<file path="config.mk">
export PLATFORM = sky130hd
export DESIGN_NAME = inst_fetcher_flat
export DESIGN_NICKNAME = d
export VERILOG_FILES = /design/src/rtl/inst_fetcher_if.sv /design/src/rtl/inst_fetcher.sv /design/src/flat_wrapper.sv
export SDC_FILE = /design/constraint.sdc
export NUM_CORES = 1
export LEC_CHECK = 0
export ABC_AREA = 1
export CAP_MARGIN = 20
export CORE_ASPECT_RATIO = 0.5
export CORE_MARGIN = 3
export CORE_UTILIZATION = 46
export CTS_BUF_LIST = sky130_fd_sc_hd__clkbuf_8 sky130_fd_sc_hd__clkbuf_16
export CTS_CLUSTER_DIAMETER = 120
export DETAILED_ROUTE_END_ITERATION = 8
export PLACE_DENSITY = 0.8
export SKIP_LAST_GASP = 1
export SYNTH_ARGS = -nofsm -noshare
export SYNTH_HDL_FRONTEND = slang
export SYNTH_SLANG_ARGS = --single-unit
</file>
<file path="constraint.sdc">
create_clock -name clk_in -period 1.8 [get_ports clk_in]
set_input_delay 0.36 -clock clk_in [delete_from_list [all_inputs] [get_ports clk_in]]
set_output_delay 0.36 -clock clk_in [all_outputs]
set_load 0.05 [all_outputs]
</file>
<file path="src/rtl/inst_fetcher_if.sv">
// Fetch-side bus bundle: instruction cache lookup/update, memory word fetch,
// decoder hand-off and back-end redirect.
interface inst_fetcher_if;
  logic [31:0] cache_addr;
  logic        cache_hit;
  logic [31:0] cache_data;
  logic        cache_upd;
  logic [31:0] cache_upd_addr;
  logic [31:0] cache_upd_data;
  logic        mem_req;
  logic [31:0] mem_addr;
  logic        mem_done;
  logic [31:0] mem_data;
  logic        inst_valid;
  logic [31:0] inst;
  logic [31:0] inst_pc;
  logic        dec_ready;
  logic        jump_en;
  logic [31:0] jump_pc;

  modport master (
    output cache_addr, cache_upd, cache_upd_addr, cache_upd_data,
           mem_req, mem_addr, inst_valid, inst, inst_pc,
    input  cache_hit, cache_data, mem_done, mem_data, dec_ready, jump_en, jump_pc
  );

  modport slave (
    input  cache_addr, cache_upd, cache_upd_addr, cache_upd_data,
           mem_req, mem_addr, inst_valid, inst, inst_pc,
    output cache_hit, cache_data, mem_done, mem_data, dec_ready, jump_en, jump_pc
  );
endinterface

</file>
<file path="src/rtl/inst_fetcher.sv">
// Instruction fetcher: looks up pc in the I-cache, refills misses from memory
// through the cache, and hands one instruction per cycle to the decoder.
module inst_fetcher #(
  parameter logic [31:0] RESET_PC = 32'h0000_0000
) (
  input  logic          clk_in,
  input  logic          rst_in,
  input  logic          rdy_in,
  inst_fetcher_if.master bus
);
  typedef enum logic {FETCH, MISS_WAIT} state_t;

  state_t      state, state_nxt;
  logic [31:0] pc, pc_nxt;
  logic        inst_valid, inst_valid_nxt;
  logic [31:0] inst, inst_nxt;
  logic [31:0] inst_pc, inst_pc_nxt;
  logic        mem_req, mem_req_nxt;
  logic [31:0] mem_addr, mem_addr_nxt;
  logic        cache_upd, cache_upd_nxt;
  logic [31:0] upd_addr, upd_addr_nxt;
  logic [31:0] upd_data, upd_data_nxt;
  logic        slot_free;
  logic        upd_pending;

  assign slot_free   = !inst_valid || bus.dec_ready;
  // The refill for pc is written at the end of this cycle; don't re-request it.
  assign upd_pending = cache_upd && (upd_addr == pc);

  always_ff @(posedge clk_in or negedge rst_in) begin
    if (!rst_in) begin
      state      <= FETCH;
      pc         <= RESET_PC;
      inst_valid <= 1'b0;
      inst       <= '0;
      inst_pc    <= '0;
      mem_req    <= 1'b0;
      mem_addr   <= '0;
      cache_upd  <= 1'b0;
      upd_addr   <= '0;
      upd_data   <= '0;
    end else if (rdy_in) begin
      state      <= state_nxt;
      pc         <= pc_nxt;
      inst_valid <= inst_valid_nxt;
      inst       <= inst_nxt;
      inst_pc    <= inst_pc_nxt;
      mem_req    <= mem_req_nxt;
      mem_addr   <= mem_addr_nxt;
      cache_upd  <= cache_upd_nxt;
      upd_addr   <= upd_addr_nxt;
      upd_data   <= upd_data_nxt;
    end
  end

  always_comb begin
    state_nxt      = state;
    pc_nxt         = pc;
    inst_valid_nxt = inst_valid;
    inst_nxt       = inst;
    inst_pc_nxt    = inst_pc;
    mem_req_nxt    = mem_req;
    mem_addr_nxt   = mem_addr;
    cache_upd_nxt  = 1'b0;
    upd_addr_nxt   = upd_addr;
    upd_data_nxt   = upd_data;

    // Refill completion is independent of redirects: the data is valid for mem_addr.
    if (state == MISS_WAIT && bus.mem_done) begin
      cache_upd_nxt = 1'b1;
      upd_addr_nxt  = mem_addr;
      upd_data_nxt  = bus.mem_data;
      mem_req_nxt   = 1'b0;
      state_nxt     = FETCH;
    end

    if (bus.jump_en) begin
      pc_nxt         = bus.jump_pc;
      inst_valid_nxt = 1'b0;
    end else begin
      if (bus.dec_ready) inst_valid_nxt = 1'b0;
      if (state == FETCH) begin
        if (bus.cache_hit) begin
          if (slot_free) begin
            inst_nxt       = bus.cache_data;
            inst_pc_nxt    = pc;
            inst_valid_nxt = 1'b1;
            pc_nxt         = pc + 32'd4;
          end
        end else if (!upd_pending) begin
          mem_req_nxt  = 1'b1;
          mem_addr_nxt = pc;
          state_nxt    = MISS_WAIT;
        end
      end
    end
  end

  assign bus.cache_addr     = pc;
  assign bus.cache_upd      = cache_upd;
  assign bus.cache_upd_addr = upd_addr;
  assign bus.cache_upd_data = upd_data;
  assign bus.mem_req        = mem_req;
  assign bus.mem_addr       = mem_addr;
  assign bus.inst_valid     = inst_valid;
  assign bus.inst           = inst;
  assign bus.inst_pc        = inst_pc;
endmodule

</file>
<file path="src/flat_wrapper.sv">
// flat-port wrapper written by rule: the top's interface ports become plain ports
module inst_fetcher_flat 
#(
  parameter logic [31:0] RESET_PC = 32'h0000_0000
)
  (clk_in, rst_in, rdy_in, bus_cache_addr, bus_cache_upd, bus_cache_upd_addr, bus_cache_upd_data, bus_mem_req, bus_mem_addr, bus_inst_valid, bus_inst, bus_inst_pc, bus_cache_hit, bus_cache_data, bus_mem_done, bus_mem_data, bus_dec_ready, bus_jump_en, bus_jump_pc);
  inst_fetcher_if bus_i ();
  input  logic clk_in;
  input  logic rst_in;
  input  logic rdy_in;
  output wire logic [$bits(bus_i.cache_addr)-1:0] bus_cache_addr;
  output wire logic [$bits(bus_i.cache_upd)-1:0] bus_cache_upd;
  output wire logic [$bits(bus_i.cache_upd_addr)-1:0] bus_cache_upd_addr;
  output wire logic [$bits(bus_i.cache_upd_data)-1:0] bus_cache_upd_data;
  output wire logic [$bits(bus_i.mem_req)-1:0] bus_mem_req;
  output wire logic [$bits(bus_i.mem_addr)-1:0] bus_mem_addr;
  output wire logic [$bits(bus_i.inst_valid)-1:0] bus_inst_valid;
  output wire logic [$bits(bus_i.inst)-1:0] bus_inst;
  output wire logic [$bits(bus_i.inst_pc)-1:0] bus_inst_pc;
  input wire logic [$bits(bus_i.cache_hit)-1:0] bus_cache_hit;
  input wire logic [$bits(bus_i.cache_data)-1:0] bus_cache_data;
  input wire logic [$bits(bus_i.mem_done)-1:0] bus_mem_done;
  input wire logic [$bits(bus_i.mem_data)-1:0] bus_mem_data;
  input wire logic [$bits(bus_i.dec_ready)-1:0] bus_dec_ready;
  input wire logic [$bits(bus_i.jump_en)-1:0] bus_jump_en;
  input wire logic [$bits(bus_i.jump_pc)-1:0] bus_jump_pc;
  assign bus_cache_addr = bus_i.cache_addr;
  assign bus_cache_upd = bus_i.cache_upd;
  assign bus_cache_upd_addr = bus_i.cache_upd_addr;
  assign bus_cache_upd_data = bus_i.cache_upd_data;
  assign bus_mem_req = bus_i.mem_req;
  assign bus_mem_addr = bus_i.mem_addr;
  assign bus_inst_valid = bus_i.inst_valid;
  assign bus_inst = bus_i.inst;
  assign bus_inst_pc = bus_i.inst_pc;
  assign bus_i.cache_hit = bus_cache_hit;
  assign bus_i.cache_data = bus_cache_data;
  assign bus_i.mem_done = bus_mem_done;
  assign bus_i.mem_data = bus_mem_data;
  assign bus_i.dec_ready = bus_dec_ready;
  assign bus_i.jump_en = bus_jump_en;
  assign bus_i.jump_pc = bus_jump_pc;
  inst_fetcher #(.RESET_PC(RESET_PC)) u_core (.clk_in(clk_in), .rst_in(rst_in), .rdy_in(rdy_in), .bus(bus_i));
endmodule
</file>
== After elaboration in Yosys (flattened, before gate mapping) ==
Cells that the tools add are included.
Operators by class
  reductions and logical operators: 10
  mux-type cells: 20
  bitwise operators: 4
  equal/unequal tests: 2
  add/subtract/negate cells: 1
Operators with widths (count)
  $mux 32: 4
  $add 32x3->32 const B: 1
  $eq 32x32->1: 1
  $mux 1: 16
  $reduce_and 5->1: 2
  $not 1->1: 4
  $reduce_and 4->1: 1
  $reduce_bool 2->1: 2
  $logic_and 1x1->1: 2
  $ne 2x2->1 const B: 1
  $reduce_and 2->1: 1
  $logic_not 1->1: 1
  $logic_or 1x1->1: 1
Storage, ports and cells
  bits in registers: 196
  input port bits: 103
  output and inout port bits: 195
  logic and storage cells: 47

== Longest topological paths before layout ==
  depth after elaboration: 6
  mapped depth: 13
  mapped depth without buffers: 12

== Worst setup path after synthesis ==
Ideal clock, no wire load.
  kind: flip-flop to flip-flop
  start: reg u_core.pc[2], in the netlist u_core.bus.cache_addr[2]
  end: reg u_core.pc[26], in the netlist u_core.bus.cache_addr[26]
  cell stages (with the launch flop): 11
  clock period less this slack: 2.029 ns
  required time: 1.669 ns
  arrival: 1.897 ns
  buffers on the path: 0
  setup time: 0.131 ns
  path slack: -0.229 ns
  path through: dfrtp_1 ha_1 nand3_1 inv_1 nand2_1 nor3_1 nand2_1 nand2_1 nand3_1 nand2_1 o21ai_0
On the way
  word-level cells in the longest chain between the ends: 5
RTL lines
  start, declared: RTL line inst_fetcher.sv:14  | logic [31:0] pc, pc_nxt;
  start signal, assigned: RTL line inst_fetcher.sv:44  | pc <= pc_nxt;
  $add 32x3->32: RTL line inst_fetcher.sv:88  | pc_nxt = pc + 32'd4;
  $mux 32: RTL line inst_fetcher.sv:84  | if (slot_free) begin
  $mux 32: RTL line inst_fetcher.sv:83  | if (bus.cache_hit) begin
  $mux 32: RTL line inst_fetcher.sv:82  | if (state == FETCH) begin
  $mux 32: RTL line inst_fetcher.sv:77  | if (bus.jump_en) begin
No other way between the ends. The select of a mux whose other input is x is not followed.
A chain may end at the register's enable or synchronous reset.

== Final worst setup path ==
  start: reg u_core.pc[3], in the netlist u_core.bus.cache_addr[3]
  end: reg u_core.mem_addr[14], in the netlist u_core.bus.mem_addr[14]
On the way
  word-level cells in the longest chain between the ends: 4
RTL lines
  $eq 32x32->1: RTL line inst_fetcher.sv:28  | assign upd_pending = cache_upd && (upd_addr == pc);
  $logic_and 1x1->1: RTL line inst_fetcher.sv:28
  $not 1->1 (no line)
  $reduce_and 5->1 (no line)
  end signal, assigned: RTL line inst_fetcher.sv:49  | mem_addr <= mem_addr_nxt;
  end, declared: RTL line inst_fetcher.sv:19  | logic [31:0] mem_addr, mem_addr_nxt;
No other way between the ends.

==> flow_summary_export.csv <==
group,metric,value,unit
run_status,outcome,"finished, final reports clean",
grt,grt.total_usage,0.283,
die,dieArea,0.0215,mm^2
clock_tree,clockBufferDepth,2,
timing,slew_violations,0,
die,dieHeight,105,um
logic_synthesis,synth_nets,1165,
layout,register_area,0.00493,mm^2
timing,max_freq,557,MHz
layout,n_fill_cell,1460,
worst_setup_path,cp_max_fo,18,
timing,setup_viol,0,
timing,tns,0,ps
logic_synthesis,ys_ff_latch,196,
worst_setup_path,cp-end-kind,"register",
clock_tree,clk_latency,440,ps
drt,drt-initial-drc-count,630,
worst_setup_path,crit_buf_inv,3,
worst_setup_path,setup.worst_path.start_class,"register",
layout,stdcell_count,1713,
clock_tree,cts_inserted_buffers,17,
job,max_cap_violations,0,
clock_tree,clock-root-buffer,"clkbuf_16",
worst_setup_path,cpMostUsedCell,"nand3_1",
die,die_x,204,um
grt,grt_pass1_vias,8661,
clock_tree,cts_tree,"done",
timing,fin_hold_ws,442,ps
logic_synthesis,netlist_top_cells_area,"dfrtp_1 (54%), nand2_1 (16%), mux2_2 (4.8%), nand3_1 (3.9%), o21ai_0 (3.3%)",
logic_synthesis,synthXorXnorAreaFrac,0.00870,
timing,fin_skew,15.1,ps
logic_synthesis,synth-async-reset-ratio,1.00,
grt,grt_max_degree,52,
logic_synthesis,ys_warn_count,0,
drt,vias,8882,
timing,hold_viol,0,
logic_synthesis,syn_inst,1061,
worst_setup_path,cp_top_family,"simple AND/OR/NAND/NOR gates",
power,p_per_area,1640,mW/mm^2
die,initial_core_util,0.480,
worst_setup_path,cp_slowest_cell,"dfrtp_2",
worst_setup_path,crit_path_max_incr_delay,430,ps
logic_synthesis,synthMuxAreaShare,0.0485,
layout,area_growth,48.5,%
die,io_pins,298,
logic_synthesis,yosysMostFrequentCell,"nand2_1",
die,rows,35,
logic_synthesis,synth_top_area_cell,"dfrtp_1",
placed_design,gp_congestion,0.942,
layout,final_layout_size_suffix_gt1_frac,0.316,
logic_synthesis,synth_compound_area_frac,0.0726,
logic_synthesis,yosysTopAreaCellShare,0.541,
logic_synthesis,synth-main-ff-cell,"dfrtp_1",
worst_setup_path,crit_chain,"buf_4, inv_1, o21ai_0, nor2_1, nand3_1, nor2_2, nand2_4, buf_12, nand3_1, nand2_1",
drt,antenna_left,0,
drt,first_pass_iters,5,
timing,slew-limit-headroom,0.653,
grt,grt_remaining_overflow,0,
layout,fin_nets,1545,
drt,routed_wl,30700,um
timing,worst_slew_pin_slew,517,ps
placed_design,port_buffers,297,
power,irDropWorstVdd,1.03,mV
logic_synthesis,synthSimpleGateAreaFrac,0.268,
drt,detail_route.wl_per_cell,17.9,um
logic_synthesis,synth_edf_count,0,
logic_synthesis,ys_seq_area_frac,0.541,
min_path,hold_path_class,"input pin to async pin",
logic_synthesis,synthTopCellsByCount,"nand2_1 (379), dfrtp_1 (196), nand3_1 (70)",
worst_setup_path,critical_path_class,"register to register",
placed_design,hpwl,23300,um
die,core_area,0.0189,mm^2
timing,post-route-period-util,0.997,
placed_design,place_inst,1669,
logic_synthesis,synth_area_per_cell,8.54,um^2
layout,multi_input_area,0.00371,mm^2
logic_synthesis,synth_top_family_by_area,"simple AND/OR/NAND/NOR gates",
clock_tree,cts_htree_levels,4,
drt,vias_per_cell,5.19,
grt,grt_first_pass_wirelength,47700,um
power,cellLeakagePower,0.00662,uW
drt,drc,0,
worst_setup_path,critPathRequiredTime,2130,ps
grt,antenna_found_initial,0,
layout,n_antenna_cell,0,
worst_setup_path,cp_data_arrival_time,2130,ps
timing,period_needed,1790,ps
clock_tree,cts_sinks,196,
logic_synthesis,syn_area,0.00906,mm^2
logic_synthesis,ys_types,36,
timing,rsz0062_at_grt,"yes",
logic_synthesis,synthAdderAreaFrac,0.00138,
clock_tree,cts.clk_slew.worst_paths,80,ps
## cell usage in the layout (no fill, tap or decap), types with 2 or more instances in the layout
cell type,instances
nand3_1,69
nor3_2,5
nand2_8,2
xor2_1,6
nand2_2,21
nand4_1,11
o21a_1,27
nor2_2,9
mux2_2,39
nor3_1,11
inv_1,64
a21oi_1,17
xnor2_1,3
a22oi_1,2
nand3_2,2
o22ai_1,5
clkdlybuf4s50_1,101
clkinv_8,2
inv_8,4
inv_6,3
buf_12,24
nor2_1,59
dfrtp_1,174
o21ai_0,58
a31oi_1,2
clkinv_4,3
clkbuf_16,17
inv_2,12
nor2_4,5
or2_2,3
dfrtp_2,22
buf_4,282
nand2_1,379
## worst register-to-register path: cells and delay by family (launching register included)
family	cells	cell delay, ps
flip-flops	1	430
buffers and inverters	3	450
AND/OR/NAND/NOR	6	720
AO/OA/AOI/OAI	1	90
## where the power goes
| group | total (uW) | switching [uW] | internal, uW |
|---|---|---|---|
| registers | 6960 | 1150 | 5820 |
| clock network | 3780 | 1930 | 1850 |
| logic | 11300 | 7680 | 3600 |
| total | 22000 | 10800 | 11300 |
## metal layers
metal,vias up,track usage,share of wire
met4,0,0.0692,0.016
met5,-,0,0
li1,4151,-,-
met3,43,0.0543,0.072
met2,363,0.462,0.48
met1,4325,0.392,0.43
## sequential cells by signal (all words and copies together), names as in the netlist
register,flops
u_core.bus.cache_addr,32
u_core.bus.cache_upd,1
u_core.bus.cache_upd_addr,32
u_core.bus.cache_upd_data,32
u_core.bus.inst,32
u_core.bus.inst_pc,32
u_core.bus.inst_valid,1
u_core.bus.mem_addr,32
u_core.bus.mem_req,1
u_core.state,1
## timing repair
action	in CTS	in global routing
setup endpoints to repair	34	46
endpoints found under the hold margin	47	0
hold buffers	1	0
resized for setup	2	18
buffers inserted	0	10
cloned	1	0
pin swaps	0	3
## final timing paths
kind | cells past startpoint | slack (ps) | from | endpoint
setup / recovery | 10 | 6 | u_core.bus.cache_addr[3] | u_core.bus.mem_addr[14]
hold / removal | 2 | 440 | rst_in | u_core.bus.cache_upd_data[2]
setup reg to reg | 10 | 6 | u_core.bus.cache_addr[3] | u_core.bus.mem_addr[14]
hold reg to reg | 2 | 480 | u_core.bus.cache_upd_data[24] | u_core.bus.cache_upd_data[24]
max in group asynchronous | 3 | 600 | rst_in | u_core.bus.inst[0]
min in group clk_in | 3 | 450 | bus_mem_data[12] | u_core.bus.cache_upd_data[12]
## metrics by stage
step                utilization  cell area (um^2)  worst slack (ps)  total power (uW)
finish                    0.713             13500              5.98             22000
global route              0.713             13500             -78.8             23000
CTS                       0.706             13300             -1.58             22000
detailed placement        0.674             12700              -257             18200
global placement          0.674             12700              -169             18000
floorplan                     -              9100              6.12             13900
## kinds of logic (layout without fill, tap and decap cells)
kind of cell | count (synthesis) | in the layout
AOI/OAI and AO/OA | 114 | 114
xor gates and xnor gates | 9 | 9
DFF | 196 | 196
buffers and inverters | 124 | 516
adders and majority gates | 1 | 1
and+or+nand+nor | 578 | 579
muxes | 39 | 39
## final cells by class
| cell class | count | area share |
|---|---|---|
| sequential | 196 | 0.367 |
| multi-input combinational | 742 | 0.276 |
| timing repair buffer | 409 | 0.270 |
| clock buffer | 17 | 0.0316 |
| tap | 259 | 0.0241 |
| inverter | 75 | 0.0209 |
| clock inverter | 15 | 0.0109 |
No activity file was read; power rests on OpenSTA's default activity.
